$ cat src/rtl/uart_byte_tx_if.sv
// Byte handshake between the debug unit's send state machine and the UART transmitter.
interface uart_byte_tx_if;
    logic       tx_start;
    logic [7:0] tx_bus;
    logic       tx_done_tick;
    logic       tx_busy;

    modport master (
        output tx_start,
        output tx_bus,
        input  tx_done_tick,
        input  tx_busy
    );

    modport slave (
        input  tx_start,
        input  tx_bus,
        output tx_done_tick,
        output tx_busy
    );
endinterface

$ cat src/rtl/uart_byte_tx.sv
// 8N1 UART byte transmitter with built-in 16x oversampling tick generator.
// Optional even parity bit after the data bits when UART_TX_PARITY_EN is defined.
module uart_byte_tx #(
    parameter int unsigned CLKS_PER_TICK = 163,
    parameter int unsigned DBIT          = 8,
    parameter int unsigned SB_TICK       = 16
) (
    input  logic          top_clk,
    input  logic          top_rst_n,
    uart_byte_tx_if.slave bus,
    output logic          tx
);
    localparam int unsigned TW = (CLKS_PER_TICK > 1) ? $clog2(CLKS_PER_TICK) : 1;
    localparam int unsigned NW = (DBIT > 1) ? $clog2(DBIT) : 1;
    localparam int unsigned SW = (SB_TICK > 16) ? $clog2(SB_TICK) : 4;

`ifdef UART_TX_PARITY_EN
    typedef enum logic [2:0] {ST_IDLE, ST_START, ST_DATA, ST_PARITY, ST_STOP} state_e;
`else
    typedef enum logic [2:0] {ST_IDLE, ST_START, ST_DATA, ST_STOP} state_e;
`endif

    state_e          state_q, state_d;
    logic [TW-1:0]   tick_q, tick_d;
    logic [SW-1:0]   s_cnt_q, s_cnt_d;
    logic [NW-1:0]   n_cnt_q, n_cnt_d;
    logic [DBIT-1:0] b_q, b_d;
    logic            tx_q, tx_d;
    logic            done_q, done_d;
    logic            busy_q, busy_d;
`ifdef UART_TX_PARITY_EN
    logic            par_q, par_d;
`endif
    logic            s_tick;

    assign s_tick           = (tick_q == TW'(CLKS_PER_TICK - 1));
    assign tx               = tx_q;
    assign bus.tx_done_tick = done_q;
    assign bus.tx_busy      = busy_q;

    always_ff @(posedge top_clk or negedge top_rst_n) begin
        if (!top_rst_n) begin
            state_q <= ST_IDLE;
            tick_q  <= '0;
            s_cnt_q <= '0;
            n_cnt_q <= '0;
            b_q     <= '0;
            tx_q    <= 1'b1;
            done_q  <= 1'b0;
            busy_q  <= 1'b0;
`ifdef UART_TX_PARITY_EN
            par_q   <= 1'b0;
`endif
        end else begin
            state_q <= state_d;
            tick_q  <= tick_d;
            s_cnt_q <= s_cnt_d;
            n_cnt_q <= n_cnt_d;
            b_q     <= b_d;
            tx_q    <= tx_d;
            done_q  <= done_d;
            busy_q  <= busy_d;
`ifdef UART_TX_PARITY_EN
            par_q   <= par_d;
`endif
        end
    end

    always_comb begin
        state_d = state_q;
        s_cnt_d = s_cnt_q;
        n_cnt_d = n_cnt_q;
        b_d     = b_q;
        tx_d    = tx_q;
        done_d  = 1'b0;
`ifdef UART_TX_PARITY_EN
        par_d   = par_q;
`endif
        // Tick generator runs only while a frame is in flight.
        if (state_q == ST_IDLE) begin
            tick_d = '0;
        end else begin
            tick_d = s_tick ? '0 : tick_q + TW'(1);
        end

        case (state_q)
            ST_IDLE: begin
                tx_d = 1'b1;
                if (bus.tx_start) begin
                    b_d     = DBIT'(bus.tx_bus);
                    s_cnt_d = '0;
                    n_cnt_d = '0;
                    tx_d    = 1'b0;
                    state_d = ST_START;
`ifdef UART_TX_PARITY_EN
                    par_d   = ^bus.tx_bus;
`endif
                end
            end
            ST_START: begin
                if (s_tick) begin
                    if (s_cnt_q == SW'(15)) begin
                        s_cnt_d = '0;
                        tx_d    = b_q[0];
                        state_d = ST_DATA;
                    end else begin
                        s_cnt_d = s_cnt_q + SW'(1);
                    end
                end
            end
            ST_DATA: begin
                if (s_tick) begin
                    if (s_cnt_q == SW'(15)) begin
                        s_cnt_d = '0;
                        b_d     = b_q >> 1;
                        if (n_cnt_q == NW'(DBIT - 1)) begin
`ifdef UART_TX_PARITY_EN
                            tx_d    = par_q;
                            state_d = ST_PARITY;
`else
                            tx_d    = 1'b1;
                            state_d = ST_STOP;
`endif
                        end else begin
                            n_cnt_d = n_cnt_q + NW'(1);
                            tx_d    = b_d[0];
                        end
                    end else begin
                        s_cnt_d = s_cnt_q + SW'(1);
                    end
                end
            end
`ifdef UART_TX_PARITY_EN
            ST_PARITY: begin
                if (s_tick) begin
                    if (s_cnt_q == SW'(15)) begin
                        s_cnt_d = '0;
                        tx_d    = 1'b1;
                        state_d = ST_STOP;
                    end else begin
                        s_cnt_d = s_cnt_q + SW'(1);
                    end
                end
            end
`endif
            ST_STOP: begin
                tx_d = 1'b1;
                if (s_tick) begin
                    if (s_cnt_q == SW'(SB_TICK - 1)) begin
                        s_cnt_d = '0;
                        done_d  = 1'b1;
                        state_d = ST_IDLE;
                    end else begin
                        s_cnt_d = s_cnt_q + SW'(1);
                    end
                end
            end
            default: begin
                tx_d    = 1'b1;
                state_d = ST_IDLE;
            end
        endcase

        busy_d = (state_d != ST_IDLE);
    end
endmodule

$ cat src/flat_wrapper.sv
// flat-port wrapper written by rule: the top's interface ports become plain ports
module uart_byte_tx_flat 
#(
    parameter int unsigned CLKS_PER_TICK = 163,
    parameter int unsigned DBIT          = 8,
    parameter int unsigned SB_TICK       = 16
)
  (top_clk, top_rst_n, tx, bus_tx_start, bus_tx_bus, bus_tx_done_tick, bus_tx_busy);
  uart_byte_tx_if bus_i ();
  input  logic top_clk;
  input  logic top_rst_n;
  output logic tx;
  input wire logic [$bits(bus_i.tx_start)-1:0] bus_tx_start;
  input wire logic [$bits(bus_i.tx_bus)-1:0] bus_tx_bus;
  output wire logic [$bits(bus_i.tx_done_tick)-1:0] bus_tx_done_tick;
  output wire logic [$bits(bus_i.tx_busy)-1:0] bus_tx_busy;
  assign bus_i.tx_start = bus_tx_start;
  assign bus_i.tx_bus = bus_tx_bus;
  assign bus_tx_done_tick = bus_i.tx_done_tick;
  assign bus_tx_busy = bus_i.tx_busy;
  uart_byte_tx #(.CLKS_PER_TICK(CLKS_PER_TICK), .DBIT(DBIT), .SB_TICK(SB_TICK)) u_core (.top_clk(top_clk), .top_rst_n(top_rst_n), .bus(bus_i), .tx(tx));
endmodule
$ cat config.mk
export PLATFORM = sky130hd
export DESIGN_NAME = uart_byte_tx_flat
export DESIGN_NICKNAME = d
export VERILOG_FILES = /design/src/rtl/uart_byte_tx_if.sv /design/src/rtl/uart_byte_tx.sv /design/src/flat_wrapper.sv
export SDC_FILE = /design/constraint.sdc
export NUM_CORES = 1
export LEC_CHECK = 0
export BUFFER_PORTS_ARGS = -buffer_cell sky130_fd_sc_hd__clkbuf_2
export CAP_MARGIN = 20
export CORE_MARGIN = 2
export CORE_UTILIZATION = 40
export CTS_CLUSTER_SIZE = 14
export DETAILED_ROUTE_END_ITERATION = 8
export HOLD_SLACK_MARGIN = 0.02
export PLACE_DENSITY_LB_ADDON = 0.08
export SYNTH_ARGS = -nofsm -noshare
export SYNTH_HDL_FRONTEND = slang
export SYNTH_SLANG_ARGS = --single-unit
$ cat constraint.sdc
create_clock -name top_clk -period 4.71 [get_ports top_clk]
set_input_delay 0.7065 -clock top_clk [delete_from_list [all_inputs] [get_ports top_clk]]
set_output_delay 0.7065 -clock top_clk [all_outputs]
set_load 0.005 [all_outputs]
# Yosys cells after proc, flatten, opt, wreduce, memory -nomap -nowiden
# Index checks and enable logic that the tools add are counted.
# totals
out_inout_bits	3
register_bits	29
latch_bits	0
memories	0
wordCells	67
rom_bits	0
mem_bits_rw	0
in_bits	11
# op_classes
n_shift	0
addsub	3
mux	34
n_lt_le_gt_ge	0
bitwise	0
n_reduce_logical	9
eq_ne	13
n_div	0
multipliers	0
# op_table
operator	count
2-to-1 mux 8 bit	5
2-to-1 mux 3 bit	12
one-hot mux 8 bit (2 select lines)	1
2-to-1 mux 4 bit	3
one-hot mux 3 bit (4 select lines)	1
inequality test 2 x 1 -> 1 bit, second input constant	5
2-to-1 mux 1 bit	9
adder 8 x 1 -> 8 bit, second input constant	1
== test 8 bit, second input constant	1
one-hot mux 4 bit (2 select lines)	1
AND reduction 4 bit	2
== test 3 x 2 -> 1 bit, second input constant	2
one-hot mux 3 bit (2 select lines)	1
AND reduction 5 bit	1
adder 4 x 1 -> 4 bit, second input constant	1
== test 4 bit, second input constant	1
inequality test 2 bit, second input constant	2
nonzero test 2 bit	2
adder 3 x 1 -> 3 bit, second input constant	1
== test 3 x 1 -> 1 bit, second input constant	1
== test 3 bit, second input constant	1
zero test 3 bit	1
one-hot mux 1 bit (3 select lines)	1
AND reduction 3 bit	1
2 further kinds	2

# Longest topological paths before layout
# Gate-level depths: netlist of the first run.
# depth
ltp_word	6
mapped_depth	7
depth_no_buf	6

# Worst setup path before layout of the first run
# OpenSTA, ideal clock, no wires.
# synth_path
path_type	reg-to-reg
start	reg u_core.tick_q[0]
end	reg u_core.n_cnt_q[0]
arrival_ns	1.723
stages_incl_launch_ff	8
setup_slack_ns	2.861
n_path_buf	1
required_time_ns	4.584
period_less_slack_ns	1.849
setup_time_ns	0.126
cell_sequence	dfrtp_1 -> inv_1 -> ha_1 -> nand4b_1 -> nor3_4 -> a21boi_2 -> buf_6 -> a221o_1
# synth_between
elab_chain_len	3
# synth_rtl
item	line	source
start: declaration	uart_byte_tx.sv:24	logic [TW-1:0] tick_q, tick_d;
start signal: assignment	uart_byte_tx.sv:56	tick_q <= tick_d;
== test 8 bit	uart_byte_tx.sv:36	assign s_tick = (tick_q == TW'(CLKS_PER_TICK - 1));
inequality test 2 x 1 -> 1 bit (no source line)	--	
AND reduction 5 bit (no source line)	--	
end signal: assignment	uart_byte_tx.sv:58	n_cnt_q <= n_cnt_d;
end: declaration	uart_byte_tx.sv:26	logic [NW-1:0] n_cnt_q, n_cnt_d;
# No other way between the ends.
# A chain may end at the register's enable or synchronous reset.

# Final worst setup path of the first run
# layout_path
start	reg u_core.state_q[1]
end	reg u_core.n_cnt_q[0]
# layout_between
elab_chain_len	3
word_cells_on_any_way	9
classes_between	eq/ne: 5; mux: 1; reduce/logical: 3
# layout_rtl
item	line	source
start: declaration	uart_byte_tx.sv:23	state_e state_q, state_d;
start signal: assignment	uart_byte_tx.sv:55	state_q <= state_d;
== test 3 x 2 -> 1 bit / zero test 3 bit (equally long branches)	uart_byte_tx.sv:86	case (state_q)
inequality test 2 bit (no source line) (tied with other cells)	--	
AND reduction 5 bit (no source line)	--	
# Parallel ways exist; a longest one is shown, timed or not.

==> impl_metrics.tcl, run 1 <==
set metrics [dict create \
    drc 0 \
    tns_ns 0 \
    status "complete, no violations" \
    syn_area_sq_um 1520 \
    dieArea_sq_um 4300 \
    root_buffer "clkbuf_8" \
    setup_ws_ns 2.58 \
    drt-vias-per-instance 5.04 \
    clock_path_buffers 2 \
    ys_warn_count 0 \
    tritoncts "built" \
    seq_area_sq_um 727 \
    start_util 0.414 \
    synth-edff-count 0 \
    cts_buffers 5 \
    io_pins 14 \
    final_cells 210 \
    async_flop_share 1.00 \
    cp_data_arrival_time_ns 2.29 \
    setup_viol 0 \
    portBuffers 13 \
    finalHoldViolCount 0 \
    period_share 0.452 \
    fillers 363 \
    cts_resized 0 \
    yosysTopAreaCell "dfrtp_1" \
    rsz0062_at_grt "no" \
    grt_max_degree 30 \
    dp_hpwl_microns 1830 \
    path_class "flip-flop to flip-flop" \
    vias 1058 \
    post_cts_buffers 0 \
    grt_overflow 0 \
    hold_ws_ns 0.471 \
    slew_headroom 0.533 \
    dp_slack_ns 2.59 \
    routabilityCongestion 0.811 \
    r2r.worst_path.cells 4 \
    cts_max_level 2 \
    fin_util 0.459 \
    core_area_sq_um 3660 \
    antenna_left 0 \
    comb_power_share 0.117 \
    start_kind "flip-flop" \
    grt_pass1_vias 1064 \
    power_leakage_nw 0.776 \
    power_frac_seq 0.507 \
    die_h_microns 65.5 \
    end_kind "flip-flop" \
    multiInputGateArea_sq_um 709 \
    period_needed_ns 2.13 \
    dieWidth_microns 65.5 \
    drt-initial-drc-count 69 \
    dr.pass1.iters 4 \
    wirelength_microns 2640 \
    std_cell_rows 22 \
    holdCritPathClass "primary input to asynchronous set/reset pin" \
    ys_seq_area_frac 0.480 \
    p_clk_frac 0.376 \
    r2r-end "u_core.n_cnt_q[0]" \
    cp_max_fo 13 \
    nNetsFinal 177 \
    grt_usage 0.149 \
    yosys_register_bits 29 \
    avgSynthCellArea_sq_um 10.3 \
    antenna_found_initial 0 \
    synth.distinct_cells 43 \
    clkLatencyLatePin_ns 0.27 \
    diodes 0 \
    fmax_mhz 469 \
    p_switching_w 0.000148 \
    r2r-start "u_core.state_q[1]" \
    syn_to_final_growth_pct 11.0 \
    ys.flop_type "dfrtp_1" \
    synth_top_cell_area_share 0.462 \
    clkSinkCount 29 \
    cts_hold_buf 0 \
    syn_inst 147 \
    grt_pass1_wl_microns 4760 \
    switching_share 0.250 \
    routedWlPerCell_microns 12.6 \
    dp_cells 202 \
    yosys-top-cells-area "dfrtp_1 46%, nand2_1 5.7%, mux2_2 5.2%" \
    path_clk_slew_ns 0.06 \
    clock_skew_ns 0.00134 \
    rrSetupSlack_ns 2.58 \
    max_cap_violations 0 \
    slew_viol_final 0 \
    worst_pin_slew_ns 0.700 \
    ir_drop_mv 0.162 \
    required_ns 4.87 \
    drive_gt1_frac 0.228 \
    power_density_nw_per_um2 353 \
    intPower_w 0.000445 \
    synth_nets 163 \
]
[flip-flops by register name (all words and copies together), names as in the netlist]
register / count
u_core.b_q: 8
u_core.tick_q: 8
u_core.s_cnt_q: 4
u_core.n_cnt_q: 3
u_core.state_q: 3
u_core.bus.tx_busy: 1
u_core.bus.tx_done_tick: 1
u_core.tx: 1
[power by group through the flow]
stage | combinational [W] | sequential (W) | clock [W]
2_1_floorplan | 0.0000582 | 0.000298 | 0
3_3_place_gp | 0.0000718 | 0.000304 | 0
3_5_place_dp | 0.0000713 | 0.000305 | 0
4_1_cts | 0.0000715 | 0.000300 | 0.000236
5_1_grt | 0.0000802 | 0.000305 | 0.000243
6_report | 0.0000696 | 0.000301 | 0.000223
[cells in the mapped netlist, types with 2 or more instances]
master     instances
dfrtp_1           28
and2_1             2
nand3_1           11
buf_6              2
nor3_1             4
mux2_2             7
clkbuf_8           2
o2bb2ai_1          2
o31ai_1            3
ha_1               5
nor2_1            13
inv_1              5
nand2_1           23
and3_2             2
a31oi_1            2
xnor2_1            3
xor2_1             5
o21ai_0            3
[per-stage QoR]
stage	area [sq um]	power [W]
after global routing	1680	0.000628
after detailed placement	1580	0.000376
final	1680	0.000593
after floorplan	1520	0.000356
after CTS	1680	0.000607
after global placement	1580	0.000376
[routing by layer]
metal	share of wire	vias to the layer above	track usage
met4	0.022	0	0.0703
met5	0	-	0
met3	0.041	4	0.0548
met1	0.51	498	0.188
met2	0.43	15	0.226
li1	-	541	-
[cells by family (layout without fill, tap and decap cells)]
logic type	count (synthesis)	in the layout	synth area share
simple gates	67	67	0.225
other cells	1	1	0.00247
xor+xnor	8	8	0.0462
compound gates	19	19	0.101
mux	7	7	0.0520
fa+ha+maj	5	5	0.0413
flops	29	29	0.480
buf+inv	11	26	0.0520
[layout make-up]
class,count,area share
Sequential cell,29,0.432
Clock buffer,7,0.0573
Tap cell,48,0.0357
Inverter,5,0.0112
Clock inverter,1,0.00298
Timing Repair Buffer,13,0.0387
Multi-Input combinational cell,107,0.422
[worst max-delay path, cell delays in order, from the launching register on]
cell	delay, ns
dfrtp_1	0.52
nor3_1	0.52
nand2_1	0.26
a21boi_2	0.31
a221o_1	0.41
[placed cells by master, fill, tap and decap left out, types with 2 or more instances in the layout]
cell       synthesis  layout
dfrtp_1           28      28
nand2_1           23      23
nor2_1            13      13
clkbuf_2           1      13
nand3_1           11      11
mux2_2             7       7
clkbuf_8           2       7
xor2_1             5       5
inv_1              5       5
ha_1               5       5
nor3_1             4       4
xnor2_1            3       3
o21ai_0            3       3
o31ai_1            3       3
and3_2             2       2
and2_1             2       2
a31oi_1            2       2
o2bb2ai_1          2       2
[worst max path at each step]
stage / startpoint / to / slack [ns]
3_5_place_dp: u_core.state_q[1] / u_core.n_cnt_q[0] / 2.59
6_report: u_core.state_q[1] / u_core.n_cnt_q[0] / 2.58
2_1_floorplan: u_core.tick_q[0] / u_core.n_cnt_q[0] / 2.86
4_1_cts: u_core.state_q[1] / u_core.n_cnt_q[0] / 2.58
5_1_grt: u_core.tick_q[0] / u_core.n_cnt_q[0] / 2.43
3_3_place_gp: u_core.state_q[1] / u_core.n_cnt_q[0] / 2.63
Note: power is estimated with default switching activity, not from simulation.
==> inputs of run 2 (changes only) <==
==> constraint.sdc (replaced) <==
create_clock -name top_clk -period 1.7 [get_ports top_clk]
set_input_delay 0.255 -clock top_clk [delete_from_list [all_inputs] [get_ports top_clk]]
set_output_delay 0.255 -clock top_clk [all_outputs]
set_load 0.005 [all_outputs]
==> impl_metrics.tcl, run 2 (synthesized netlist as in run 1, its figures left out) <==
set metrics [dict create \
    max_stage_delay_ns 0.61 \
    drc 0 \
    cts_buffers 5 \
    crit_buf_inv 0 \
    fmax_mhz 554 \
    grt_max_degree 30 \
    final_cells 242 \
    holdCritPathClass "primary input to asynchronous set/reset pin" \
    grt_usage 0.155 \
    slew_headroom 0.519 \
    dieArea_sq_um 4300 \
    dr.pass1.iters 4 \
    std_cell_rows 22 \
    worst_pin_slew_ns 0.722 \
    status "finished, violations left" \
    required_ns 1.85 \
    cts_hold_buf 0 \
    setup_viol 18 \
    failed_checks "negative setup slack" \
    cts_max_level 2 \
    finalHoldViolCount 0 \
    grt_util_met1 0.185 \
    rsz0062_at_grt "yes" \
    power_density_nw_per_um2 839 \
    grt.met2_usage 0.256 \
    finalPower_w 0.00172 \
    path_clk_slew_ns 0.06 \
    clock_skew_ns 0.00555 \
    grt_overflow 0 \
    nNetsFinal 210 \
    path_class "flip-flop to flip-flop" \
    core_area_sq_um 3660 \
    grt_pass1_vias 1174 \
    power_leakage_nw 0.971 \
    dp_cells 227 \
    root_buffer "clkbuf_8" \
    grt_pass1_wl_microns 5050 \
    antenna_found_initial 0 \
    cp_top_family "simple AND/OR/NAND/NOR gates" \
    dp_slack_ns -0.204 \
    end_kind "flip-flop" \
    final_common_cell "dfrtp_1" \
    routabilityCongestion 0.720 \
    clock_path_buffers 2 \
    slowest_stage "or4_4" \
    cp_data_arrival_time_ns 1.96 \
    reg_top3 "u_core.b_q (8), u_core.tick_q (8), u_core.s_cnt_q (4)" \
    syn_to_final_growth_pct 35.0 \
    tns_ns -1.01 \
    wirelength_microns 3060 \
    antenna_left 0 \
    start_kind "flip-flop" \
    grt-busiest-layer "met2" \
    fillers 332 \
    dp_hpwl_microns 2140 \
    grtUsageMet3 0.0548 \
    tritoncts "built" \
    final_cell_mix "28 x dfrtp_1, 27 x buf_4, 22 x nand2_1, 13 x nor2_1, 13 x clkbuf_2" \
    drive_gt1_frac 0.423 \
    vias 1208 \
    ir_drop_mv 0.605 \
    clkSinkCount 29 \
    fin_util 0.559 \
    max_cap_violations 0 \
    crit_chain "or3_4 > or4_4 > o211ai_1 > o31ai_1" \
    dieWidth_microns 65.5 \
    start_util 0.414 \
    slew_viol_final 0 \
    portBuffers 13 \
    drt-vias-per-instance 4.99 \
    io_pins 14 \
    cp_max_fo 7 \
    clkLatencyLatePin_ns 0.27 \
    diodes 0 \
    setup_ws_ns -0.106 \
    period_share 1.06 \
    drt-initial-drc-count 74 \
    period_needed_ns 1.81 \
    die_h_microns 65.5 \
    routedWlPerCell_microns 12.6 \
]
[run 2: per-layer routing]
layer | vias to the layer above | wire length, microns
li1 | 605 | -
met3 | 2 | 106
met4 | 0 | 27
met2 | 15 | 1480
met1 | 586 | 1450
met5 | - | 0
[run 2: cell type report]
type / count / area (sq um) / area share
repair buffers: 45 / 324 / 0.158
clock buffers: 7 / 86.3 / 0.0422
multi-input cells: 108 / 830 / 0.406
flip-flops and latches: 29 / 727 / 0.355
inverters: 5 / 18.8 / 0.00917
well taps: 48 / 60.1 / 0.0294
[run 2: metrics by stage]
stage	hold WS, ns	area (sq um)
after floorplan	-0.0406	1520
after global placement	0.344	1770
after detailed placement	0.349	1770
after CTS	0.0477	1900
after global routing	0.0777	2050
final	0.0277	2050
[run 2: path summary, 6_finish.rpt]
check	startpoint	endpoint	slack [ns]	cells past startpoint
worst max-delay path	u_core.tick_q[4]	u_core.s_cnt_q[2]	-0.11	4
worst min-delay path	top_rst_n	u_core.state_q[0]	0.03	1
worst max register to register	u_core.tick_q[4]	u_core.s_cnt_q[2]	-0.11	4
worst min register to register	u_core.b_q[6]	u_core.b_q[6]	0.50	1
max in group asynchronous	top_rst_n	u_core.b_q[5]	1.21	1
min in group top_clk	bus_tx_bus[7]	u_core.b_q[7]	0.25	2
[run 2: timing repair]
action                                  in CTS  in global routing
gates cloned                                 0                  1
setup buffers                                1                  6
pin swaps                                    3                 15
gates resized for setup                      8                 16
endpoints found under the setup margin      15                 19
[run 2: power breakdown]
part	internal, W	leakage (nW)	switching, W	total, W
Combinational	0.000189	0.552	0.000162	0.000351
Sequential	0.000766	0.374	0.0000424	0.000808
Clock	0.000320	0.0443	0.000237	0.000557
